### config.mk
export PLATFORM = sky130hd
export DESIGN_NAME = softmax_seq
export DESIGN_NICKNAME = d
export VERILOG_FILES = /design/src/rtl/softmax_seq.sv
export SDC_FILE = /design/constraint.sdc
export NUM_CORES = 1
export LEC_CHECK = 0
export ABC_AREA = 1
export CAP_MARGIN = 20
export CORE_ASPECT_RATIO = 1.1
export CORE_MARGIN = 2
export CORE_UTILIZATION = 43
export CTS_BUF_LIST = sky130_fd_sc_hd__clkbuf_16
export CTS_CLUSTER_DIAMETER = 50
export DETAILED_ROUTE_END_ITERATION = 10
export GPL_TIMING_DRIVEN = 1
export PLACE_DENSITY = 0.6
export SETUP_SLACK_MARGIN = 0.2
export SKIP_LAST_GASP = 1
export SLEW_MARGIN = 20
export SYNTH_ARGS = -nofsm -noshare
export SYNTH_HDL_FRONTEND = slang
export SYNTH_SLANG_ARGS = --single-unit
export TNS_END_PERCENT = 50
### constraint.sdc
create_clock -name clk -period 3.6 [get_ports clk]
set_input_delay 0.36 -clock clk [delete_from_list [all_inputs] [get_ports clk]]
set_output_delay 0.36 -clock clk [all_outputs]
set_load 0.05 [all_outputs]
### src/rtl/softmax_seq.sv
// Softmax sequencer: buffers an N-element FP32 vector, drives external exp/add/div
// units element by element, and streams the normalised results back out.
module softmax_seq #(
  parameter int N      = 13,
  parameter int IDX_W  = $clog2(N),
  parameter bit STABLE = 1'b1
) (
  input  logic        clk,
  input  logic        rst,
  input  logic        in_valid,
  output logic        in_ready,
  input  logic [31:0] in_data,
  output logic        out_valid,
  input  logic        out_ready,
  output logic [31:0] out_data,
  output logic        out_last,
  output logic        busy,
  output logic        exp_start,
  output logic [31:0] exp_x,
  input  logic        exp_done,
  input  logic [31:0] exp_y,
  output logic [31:0] add_a,
  output logic [31:0] add_b,
  input  logic [31:0] add_s,
  output logic        div_start,
  output logic [31:0] div_a,
  output logic [31:0] div_b,
  input  logic        div_done,
  input  logic [31:0] div_y
);

  typedef enum logic [3:0] {
    IDLE,
    LOAD,
    PREP,
    EXP_GO,
    EXP_WAIT,
    ACC,
    DIV_GO,
    DIV_WAIT,
    OUT
  } state_t;

  localparam logic [IDX_W-1:0] LAST_IDX = IDX_W'(N - 1);

  state_t            state;
  state_t            state_next;
  logic [IDX_W-1:0]  idx;
  logic [31:0]       max_r;
  logic [31:0]       sum_r;
  logic              wait_armed;
  logic [31:0]       x_buf [N];
  logic [31:0]       e_buf [N];

  logic idx_last;
  logic in_fire;
  logic out_fire;
  logic exp_fire;
  logic div_fire;

  // Sign-magnitude ordering on raw FP32 bits; +0 outranks -0.
  function automatic logic beats(input logic [31:0] a, input logic [31:0] b);
    if (a[31] != b[31]) begin
      return ~a[31];
    end else if (!a[31]) begin
      return a[30:0] > b[30:0];
    end else begin
      return a[30:0] < b[30:0];
    end
  endfunction

  assign idx_last = (idx == LAST_IDX);
  assign in_fire  = in_valid && in_ready;
  assign out_fire = out_valid && out_ready;
  // A done level left over from the previous operation is ignored for one cycle.
  assign exp_fire = (state == EXP_WAIT) && wait_armed && exp_done;
  assign div_fire = (state == DIV_WAIT) && wait_armed && div_done;

  assign busy  = ~in_ready;
  assign div_a = e_buf[idx];
  assign div_b = sum_r;

  always_ff @(posedge clk) begin
    if (rst) begin
      state <= IDLE;
    end else begin
      state <= state_next;
    end
  end

  always_comb begin
    state_next = state;
    in_ready   = 1'b0;
    out_valid  = 1'b0;
    exp_start  = 1'b0;
    div_start  = 1'b0;
    add_a      = 32'd0;
    add_b      = 32'd0;
    unique case (state)
      IDLE: begin
        in_ready = 1'b1;
        if (in_valid) state_next = LOAD;
      end
      LOAD: begin
        in_ready = 1'b1;
        if (in_valid && idx_last) state_next = PREP;
      end
      PREP: begin
        if (STABLE) begin
          add_a = x_buf[idx];
          add_b = {~max_r[31], max_r[30:0]};
        end
        state_next = EXP_GO;
      end
      EXP_GO: begin
        exp_start  = 1'b1;
        state_next = EXP_WAIT;
      end
      EXP_WAIT: begin
        if (exp_fire) state_next = ACC;
      end
      ACC: begin
        add_a      = e_buf[idx];
        add_b      = sum_r;
        state_next = idx_last ? DIV_GO : PREP;
      end
      DIV_GO: begin
        div_start  = 1'b1;
        state_next = DIV_WAIT;
      end
      DIV_WAIT: begin
        if (div_fire) state_next = OUT;
      end
      OUT: begin
        out_valid = 1'b1;
        if (out_ready) state_next = idx_last ? IDLE : DIV_GO;
      end
      default: state_next = IDLE;
    endcase
  end

  // Datapath registers; everything is cleared again when the last result leaves.
  always_ff @(posedge clk) begin
    if (rst) begin
      idx        <= '0;
      max_r      <= 32'd0;
      sum_r      <= 32'd0;
      exp_x      <= 32'd0;
      out_data   <= 32'd0;
      out_last   <= 1'b0;
      wait_armed <= 1'b0;
    end else begin
      unique case (state)
        IDLE: begin
          if (in_fire) begin
            max_r <= in_data;
            idx   <= IDX_W'(1);
          end
        end
        LOAD: begin
          if (in_fire) begin
            if (beats(in_data, max_r)) max_r <= in_data;
            if (idx_last) begin
              idx   <= '0;
              sum_r <= 32'd0;
            end else begin
              idx <= idx + 1'b1;
            end
          end
        end
        PREP: begin
          exp_x <= STABLE ? add_s : x_buf[idx];
        end
        EXP_GO: begin
          wait_armed <= 1'b0;
        end
        EXP_WAIT: begin
          wait_armed <= 1'b1;
        end
        ACC: begin
          sum_r <= add_s;
          idx   <= idx_last ? '0 : idx + 1'b1;
        end
        DIV_GO: begin
          wait_armed <= 1'b0;
        end
        DIV_WAIT: begin
          wait_armed <= 1'b1;
          if (div_fire) begin
            out_data <= div_y;
            out_last <= idx_last;
          end
        end
        OUT: begin
          if (out_fire) begin
            if (idx_last) begin
              idx      <= '0;
              out_data <= 32'd0;
              out_last <= 1'b0;
              exp_x    <= 32'd0;
              sum_r    <= 32'd0;
              max_r    <= 32'd0;
            end else begin
              idx <= idx + 1'b1;
            end
          end
        end
        default: ;
      endcase
    end
  end

  // Vector storage has no reset: every entry is rewritten before it is read.
  always_ff @(posedge clk) begin
    if (in_fire) x_buf[idx] <= in_data;
    if (exp_fire) e_buf[idx] <= exp_y;
  end

endmodule

; ---- After elaboration in Yosys (flattened, before gate mapping)
; Memories as Yosys holds them, arrays and structs flattened. A register that Yosys moved wholly into a read port is not among the register bits.
; Cells that the tools add are included.
[word_totals]
ff_bits = 138
mem_bits_rw = 832
in_bits = 134
output_inout_bits = 198
word_cells = 109
mem_count = 2
[memory_table]
columns = memory, depth, width, read_ports, rd_ports_with_merged_regs, write_ports, line_no
row1 = e_buf, 13, 32, 1, 1, 1, 53  ; logic [31:0] e_buf [N];
row2 = x_buf, 13, 32, 1, 1, 1, 52  ; logic [31:0] x_buf [N];
[classes]
add_sub_neg = 1
order_cmp = 2
n_eq_ne = 20
n_mux = 50
n_bitwise = 3
reduce_logical = 23
[op_table]
columns = operator, n
row1 = $mux W32, 9
row2 = $pmux W32 S2, 4
row3 = $pmux W32 S3, 2
row4 = $mux W4, 13
row5 = $pmux W4 S9, 1
row6 = $gt A31 B31 Y1, 1
row7 = $lt A31 B31 Y1, 1
row8 = $ne A2 B2 Y1 const B, 10
row9 = $eq A4 B3 Y1 const B, 4
row10 = $mux W1, 16
row11 = $pmux W4 S4, 1
row12 = $eq A4 B2 Y1 const B, 2
row13 = $eq A4 B4 Y1 const B, 2
row14 = $reduce_and A4 Y1, 2
row15 = $logic_and A1 B1 Y1, 7
row16 = $mux W3, 2
row17 = $reduce_and A3 Y1, 2
row18 = $reduce_and A6 Y1, 1
row19 = $reduce_bool A2 Y1, 3
row20 = $reduce_bool A3 Y1, 2
row21 = $reduce_or A2 Y1, 3
row22 = $reduce_and A5 Y1, 1
row23 = $add A4 B1 Y4 const B, 1
row24 = $eq A4 B1 Y1 const B, 1
row25 = other kinds (5), 8

; ---- Longest topological paths before layout
; Gate-level depths: netlist of run 1.
[depth]
ltp_word = 10
mapped_depth = 20
ltp_nobuf = 19

; ---- Worst setup path after synthesis of run 1
; Ideal clock, no wire load.
[synth_path]
path_type = reg-to-reg
from = register state[3]
to = memory x_buf[0][0] (enable)
setup_ns = 0.421
t_arrival_ns = 2.609
required_ns = 3.179
path_slack_ns = 0.570
path_stages_with_launch = 7
n_path_buf = 1
period_less_slack_ns = 3.030
path_cell_list = dfxtp_1 nor2_1 inv_2 nor2_4 nand2_1 clkbuf_1 nor2_1
[synth_between]
elab_chain_len = 6
word_cells_on_any_way = 7
classes_between = 1 x eq/ne / 3 x mux / 3 x reduce/logical
[synth_rtl]
columns = element, line_no
row1 = start: declaration, 46  ; state_t state;
row2 = start signal: assignment, 87  ; state <= state_next;
row3 = $eq A4 B1 Y1 or $logic_not A4 Y1 (tied branches), 99  ; unique case (state)
row4 = $reduce_or A2 Y1 (no line) (*), n/a
row5 = $mux W1 (*), 99
row6 = via in_ready, 11  ; output logic in_ready,
row7 = $logic_and A1 B1 Y1 (*), 73  ; assign in_fire = in_valid && in_ready;
row8 = $mux W1 (*), 215  ; if (in_fire) x_buf[idx] <= in_data;
row9 = $mux W1 (not written as such) (*), 215
row10 = end: declaration, 52
; The timed path passes the listed nets; every way through them passes the cells marked *.

==> results of run 1 <==
==> metrics by stage <==
step	cells	setup WS, ps	hold WS [ps]	instance area (sq um)	utilization, %
floorplan	3318	569.6	451.6	39250	-
global placement	4732	366.0	448.1	45380	50.03
detailed placement	4732	325.2	452.6	45380	50.03
CTS	4925	178.0	91.18	48930	53.94
global route	4930	132.5	118.3	49030	54.05
finish	4931	271.1	122.3	49040	54.06
==> synth_stat cells, drive strengths merged <==
| master | instances | area share, % |
|---|---|---|
| edfxtp | 832 | 64 |
| o32ai | 6 | 0.25 |
| a211oi | 3 | 0.057 |
| a21oi | 164 | 2.1 |
| nand2 | 377 | 3.6 |
| nand3b | 1 | 0.019 |
| a221oi | 1 | 0.022 |
| o22ai | 137 | 2.2 |
| a21o | 2 | 0.038 |
| ha | 35 | 1.1 |
| inv | 86 | 0.82 |
| o211ai | 42 | 0.82 |
| clkinv | 2 | 0.019 |
| clkbuf | 128 | 1.2 |
| nand3 | 43 | 0.58 |
| o21ai | 531 | 6.8 |
| nand4 | 4 | 0.064 |
| nor3 | 7 | 0.089 |
| nor2 | 588 | 5.8 |
| a31oi | 3 | 0.048 |
| a22o | 26 | 0.58 |
| o221ai | 54 | 1.2 |
| buf | 104 | 1.7 |
| dfxtp | 142 | 7.2 |
==> power by group through the flow <==
stage / logic (uW) / registers [uW] / clock network [uW]
2_1_floorplan: 6750 / 13600 / 0
3_3_place_gp: 11800 / 13400 / 0
3_5_place_dp: 11800 / 13400 / 0
4_1_cts: 12000 / 13200 / 10800
5_1_grt: 13000 / 13200 / 11300
6_report: 12100 / 13200 / 10700
==> metal layers <==
| layer | share of wire [%] | wire length (um) | global-route usage (%) |
|---|---|---|---|
| met2 | 48 | 54360 | 39.21 |
| met3 | 8.0 | 9118 | 5.348 |
| met4 | 2.5 | 2781 | 7.331 |
| met1 | 42 | 47050 | 31.33 |
| met5 | 0.024 | 27 | 0 |
==> state kept, by name, indices dropped and copies added (netlist names), 4 cells and up, named ones only <==
register / count
div_b: 32
out_data: 32
exp_x: 32
x_buf: 416
state: 4
idx: 4
max_r: 32
e_buf: 416
==> logic make-up after synthesis <==
logic type	Yosys count	synth area share, %
buffers and inverters	320	3.720
adder cells (fa/ha/maj)	35	1.116
flip-flops	974	70.90
AND/OR/NAND/NOR	1020	10.17
AO/OA/AOI/OAI	969	14.10
==> final cells by class <==
type	count	area [sq um]	share of cell area [%]
clock inverters	81	728.2	1.485
flip-flops and latches	974	27840	56.77
repair buffers	473	5653	11.53
clock buffers	109	2728	5.563
diodes	2	5.005	0.01021
multi-input cells	2024	10230	20.86
inverters	88	375.4	0.7655
well taps	1180	1476	3.011
==> path summary, 6_finish.rpt <==
path / depth (start not counted) / slack (ps) / start / end
setup / recovery: 9 / 270 / flop / add_a[3]
hold / removal: 2 / 120 / rst / div_b[18]
setup reg to reg: 15 / 880 / max_r[22] / max_r[23]
hold reg to reg: 2 / 460 / out_data[2] / out_data[2]
==> critical path, delay by kind of cell (launching register included) <==
family	cells	cell delay, ps
AND/OR/NAND/NOR	3	300
flip-flops	1	470
buffers and inverters	3	580
AO/OA/AOI/OAI	3	900
==> timing repair <==
| action | in CTS | in global routing |
|---|---|---|
| setup endpoints to repair | 34 | 22 |
| gates cloned | 0 | 1 |
| setup buffers | 3 | 3 |
| resized for setup | 22 | 10 |
==> placed cells by master (no fill, tap or decap), drive strengths merged, types with 26 or more instances in the layout <==
cell,instances
o221ai,54
nor2,588
o22ai,137
nand2,377
a21oi,164
edfxtp,832
dfxtp,142
a22o,26
inv,112
clkinv,42
nand3,43
clkdlybuf4s50,234
clkbuf,110
o211ai,42
o21ai,531
buf,238
ha,35
==> summary.md, run 1 <==
| Metric | Value |
|---|---|
| Worst EP required | 3240 ps |
| Minimum clock period | 3329 ps |
| CTS tree | built |
| First-pass GRT wire length | 167,800 um |
| CP max FO | 60 |
| WL/cell | 22.98 um |
| P_sw | 12,620 uW |
| Post-synth cell types | 38 |
| Num ports | 332 |
| Hold Buf Count CTS | 0 |
| Routed via count | 27,412 |
| Slew HR | 44.42% |
| Overall power | 35,890 uW |
| Status | completed |
| CTS root buf | clkbuf_16 |
| Critical path type | flop to output pin |
| Synth Instances | 3,318 |
| Number of global-route vias before repair | 26,127 |
| Switching power share of the total | 35.15% |
| Setup Skew | 37.43 ps |
| Fin crit share | 92.47% |
| IO buf count | 331 |
| Flops & latches, synth | 974 |
| Post-Syn Area | 39,250 sq um |
| Starting DRT DRC Count | 2,397 |
| P_int | 23,280 uW |
| Worst slew pin tran | 832.8 ps |
| Routed WL | 113,300 um |
| Worst-path clk slew | 60 ps |
| # nets final | 3,834 |
| Share of power burned in registers | 36.7% |
| Gr usage total | 23.76% |
| CORE AREA | 90,710 sq um |
| Crit path DAT | 2970 ps |
| GRT Residual Overflow | 0 |
| Worst setup SP type | flop |
| H-tree Lvls | 3 |
| Syn_area_per_cell | 11.83 sq um |
| Pwr dens | 732.0 nW/um^2 |
| Slew Viols, Final | 0 |
| Clk buf depth | 3 |
| Final GP Congestion | 0.8107 |
| Worst Hold Class | input pin to flop |
| Later-pin clock latency in the skew report | 680 ps |
| Post-route ant nets | 0 |
| Layout fillers | 7,539 |
| CP cell instances | buf_4, buf_16, o21ai_0, o22ai_1, nor2_1, o32ai_2, nand2_1, nand2_1, buf_12 |
| Die width | 292.1 um |
| Initial core utilization | 43.27% |
| Share of layout cells above drive strength 1 | 12.78% |
| Total die area | 93,710 sq um |
| Syn_nets | 3,487 |
| Vias per std cell | 5.559 |
| Max-cap violations | 0 |
| Logic pwr share | 33.6% |
| Worst ir drop on vdd | 0.0005609 V |
| Clk pwr share | 29.7% |
| Sequential element share of the synthesized area | 70.90% |
| Most frequent CP cell | nand2_1 |
| Setup_tns | 0 ps |
| Syn-to-layout area delta | 24.93% |
| CP max stage cell | o32ai_2 |
| CTS sink cnt | 974 |
| Row count | 116 |
| Detailed-route DRC error count | 0 |
| DR pass1 iterations | 6 |
| Fmax | 300.4 MHz |
| DP HPWL | 66,600 um |
| Initial antenna violation count | 5 |
| Final Hold Viols | 0 |
| Largest stage delay on the critical path | 570 ps |
| RSZ-0062 raised after global routing | true |
| Chip height | 320.9 um |
| Static leakage | 0.01652 uW |
| Crit. End Element | output pin |
| Synth warn | 0 |
| Pin count of the biggest net entering global routing | 121 |
| TritonCTS buffer count | 104 |
| Setup violators final | 0 |
Power figures use the tool's default switching activity.
==> run 2: changes to the inputs <==
--- a/config.mk
+++ b/config.mk
@@ -13,8 +13,9 @@
 export CTS_BUF_LIST = sky130_fd_sc_hd__clkbuf_16
 export CTS_CLUSTER_DIAMETER = 50
 export DETAILED_ROUTE_END_ITERATION = 10
+export DONT_BUFFER_PORTS = 1
 export GPL_TIMING_DRIVEN = 1
-export PLACE_DENSITY = 0.6
+export PLACE_DENSITY = 0.56
 export SETUP_SLACK_MARGIN = 0.2
 export SKIP_LAST_GASP = 1
 export SLEW_MARGIN = 20
==> run 2 against run 1 <==
Net effect: clock skew fell by 13 ps; non-clock buffer count fell by 154; first-iteration DRC count rose by 16%; sequential share of layout area rose by 2.3 points; core utilization fell by 2.1 points; worst hold slack got worse by 78 ps; total power fell by 1.3%; count of clock-buffer cells in the layout did not move; highest routed layer unchanged.
==> summary.md, run 2 (same netlist as run 1, synthesis figures left out) <==
| Metric | Value |
|---|---|
| Critical path type | flop to output pin |
| Setup Skew | 24.04 ps (-13.39 ps) |
| CP max stage cell | dfxtp_4 |
| CTS sink cnt | 974 (unchanged) |
| Multi-input gate area | 10,220 sq um (about the same) |
| First-pass GRT wire length | 174,700 um (+4.1%) |
| RSZ-0062 raised after global routing | true |
| IO buf count | 0 (-100%) |
| Worst-path clk slew | 60 ps (about the same) |
| Top Registers | e_buf x416, x_buf x416 |
| TritonCTS buffer count | 107 (+2.9%) |
| Hold slack | 44.72 ps (-77.54 ps) |
| Commonest non-fill, non-tap cell in the layout | edfxtp_1 |
| CP max FO | 117 (+95%) |
| DR pass1 iterations | 6 (unchanged) |
| Most frequent CP cell | o21ai_0 |
| Chip height | 320.9 um (unchanged) |
| Routed via count | 27,755 (+1.3%) |
| Most frequent cells in the layout | edfxtp_1, nor2_1, o21ai_0, nand2_1, a21oi_1 |
| Worst setup SP type | flop |
| Vias per std cell | 5.790 (+4.1%) |
| Detailed-route DRC error count | 0 (unchanged) |
| Total die area | 93,710 sq um (unchanged) |
| Minimum clock period | 3339 ps (+10.52 ps) |
| CTS tree | built |
| Slew HR | 26.88% (-18 points) |
| Worst Hold Class | input pin to flop |
| Max-cap violations | 0 (unchanged) |
| Crit. End Element | output pin |
| CTS root buf | clkbuf_16 |
| Die width | 292.1 um (unchanged) |
| Setup_tns | 0 ps (unchanged) |
| Row count | 116 (unchanged) |
| Layout fillers | 7,628 (+1.2%) |
| Final GP Congestion | 0.9181 (+13%) |
| Clk buf depth | 3 (unchanged) |
| Worst EP required | 3240 ps (about the same) |
| H-tree Lvls | 3 (unchanged) |
| Later-pin clock latency in the skew report | 680 ps (about the same) |
| Pin count of the biggest net entering global routing | 155 (+28%) |
| Syn-to-layout area delta | 19.99% |
| Worst slew pin tran | 1091 ps (+258.0 ps) |
| Initial antenna violation count | 6 (+1) |
| DP HPWL | 68,130 um (+2.3%) |
| Gr usage total | 24.83% (+1.1 points) |
| Post-route cell area | 47,100 sq um (-4.0%) |
| Slew Viols, Final | 0 (unchanged) |
| Routed WL | 120,400 um (+6.2%) |
| Slack of the critical path | 260.6 ps (-10.52 ps) |
| Largest stage delay on the critical path | 400 ps (-170 ps) |
| Fmax | 299.5 MHz (-0.31%) |
| Post-place setup slack | 525.9 ps (+200.7 ps) |
| Overall power | 35,430 uW (-1.3%) |
| Static leakage | 0.01583 uW (-4.2%) |
| Num ports | 332 (unchanged) |
| Worst ir drop on vdd | 0.0004062 V (-28%) |
| # nets final | 3,685 (-3.9%) |
| WL/cell | 25.11 um (+9.3%) |
| Starting DRT DRC Count | 2,791 (+16%) |
| Fin crit share | 92.76% (+0.29 points) |
| Status | completed |
| Pwr dens | 752.2 nW/um^2 (+2.8%) |
| CORE AREA | 90,710 sq um (unchanged) |
| Setup violators final | 0 (unchanged) |
| Initial core utilization | 43.27% (unchanged) |
| Crit path DAT | 2980 ps (about the same) |
| Post-route ant nets | 0 (unchanged) |
| CP cell instances | buf_16, o21ai_0, o22ai_1, o21ai_0, o21ai_2, a22o_1, buf_12 |
| Storage element area | 27,840 sq um (unchanged) |
| Number of global-route vias before repair | 27,026 (+3.4%) |
| Final Hold Viols | 0 (unchanged) |
| GRT Residual Overflow | 0 (unchanged) |
| DP Area | 41,860 sq um (-7.8%) |
| Share of layout cells above drive strength 1 | 11.93% (-0.85 points) |
[run 2: path summary, 6_finish.rpt]
kind	start	endpoint	slack [ps]	cells past startpoint
max	flop	add_a[9]	260	7
min	out_ready	state[3]	40	3
max reg2reg	state[1]	out_data[20]	410	10
min reg2reg	max_r[22]	max_r[22]	480	2
[run 2: power by group]
group	internal, uW	switching [uW]
Clock	6680	4550
Sequential	12900	544
Combinational	3280	7500
[run 2: critical path: cells and delay by family (launching register included)]
| kind | cells | cell delay (ps) |
|---|---|---|
| buffers and inverters | 2 | 560 |
| AO/OA/AOI/OAI | 5 | 1210 |
| flip-flops | 1 | 400 |
[run 2: through the flow]
stage | utilization [%] | cells
2_1_floorplan | - | 3318
3_3_place_gp | 46.14 | 4446
3_5_place_dp | 46.14 | 4446
4_1_cts | 51.66 | 4774
5_1_grt | 51.91 | 4791
6_report | 51.92 | 4794
[run 2: routing by layer]
metal / GRT usage, % / vias to the layer above / part of all wire, %
met4: 9.152 / 4 / 3.2
met1: 31.23 / 13838 / 40
li1: - / 12461 / -
met2: 42.24 / 1215 / 49
met3: 5.307 / 237 / 7.6
met5: 0 / - / 0.025
[run 2: repair_timing]
item | 4_1_cts | 5_1_grt
setup buffers | 0 | 6
resized for setup | 8 | 18
setup endpoints to repair | 42 | 49
pin swaps | 0 | 2
hold endpoints to repair | 971 | 0
hold buffers | 130 | 0
gates cloned | 0 | 4
[run 2: final cells by class]
class | count | area share [%]
multi-input cells | 2025 | 21.71
repair inverters | 1 | 0.02391
repair buffers | 319 | 7.449
inverters | 88 | 0.7678
clock inverters | 89 | 1.966
well taps | 1180 | 3.135
clock buffers | 109 | 5.791
flip-flops and latches | 974 | 59.11
diodes | 9 | 0.04782
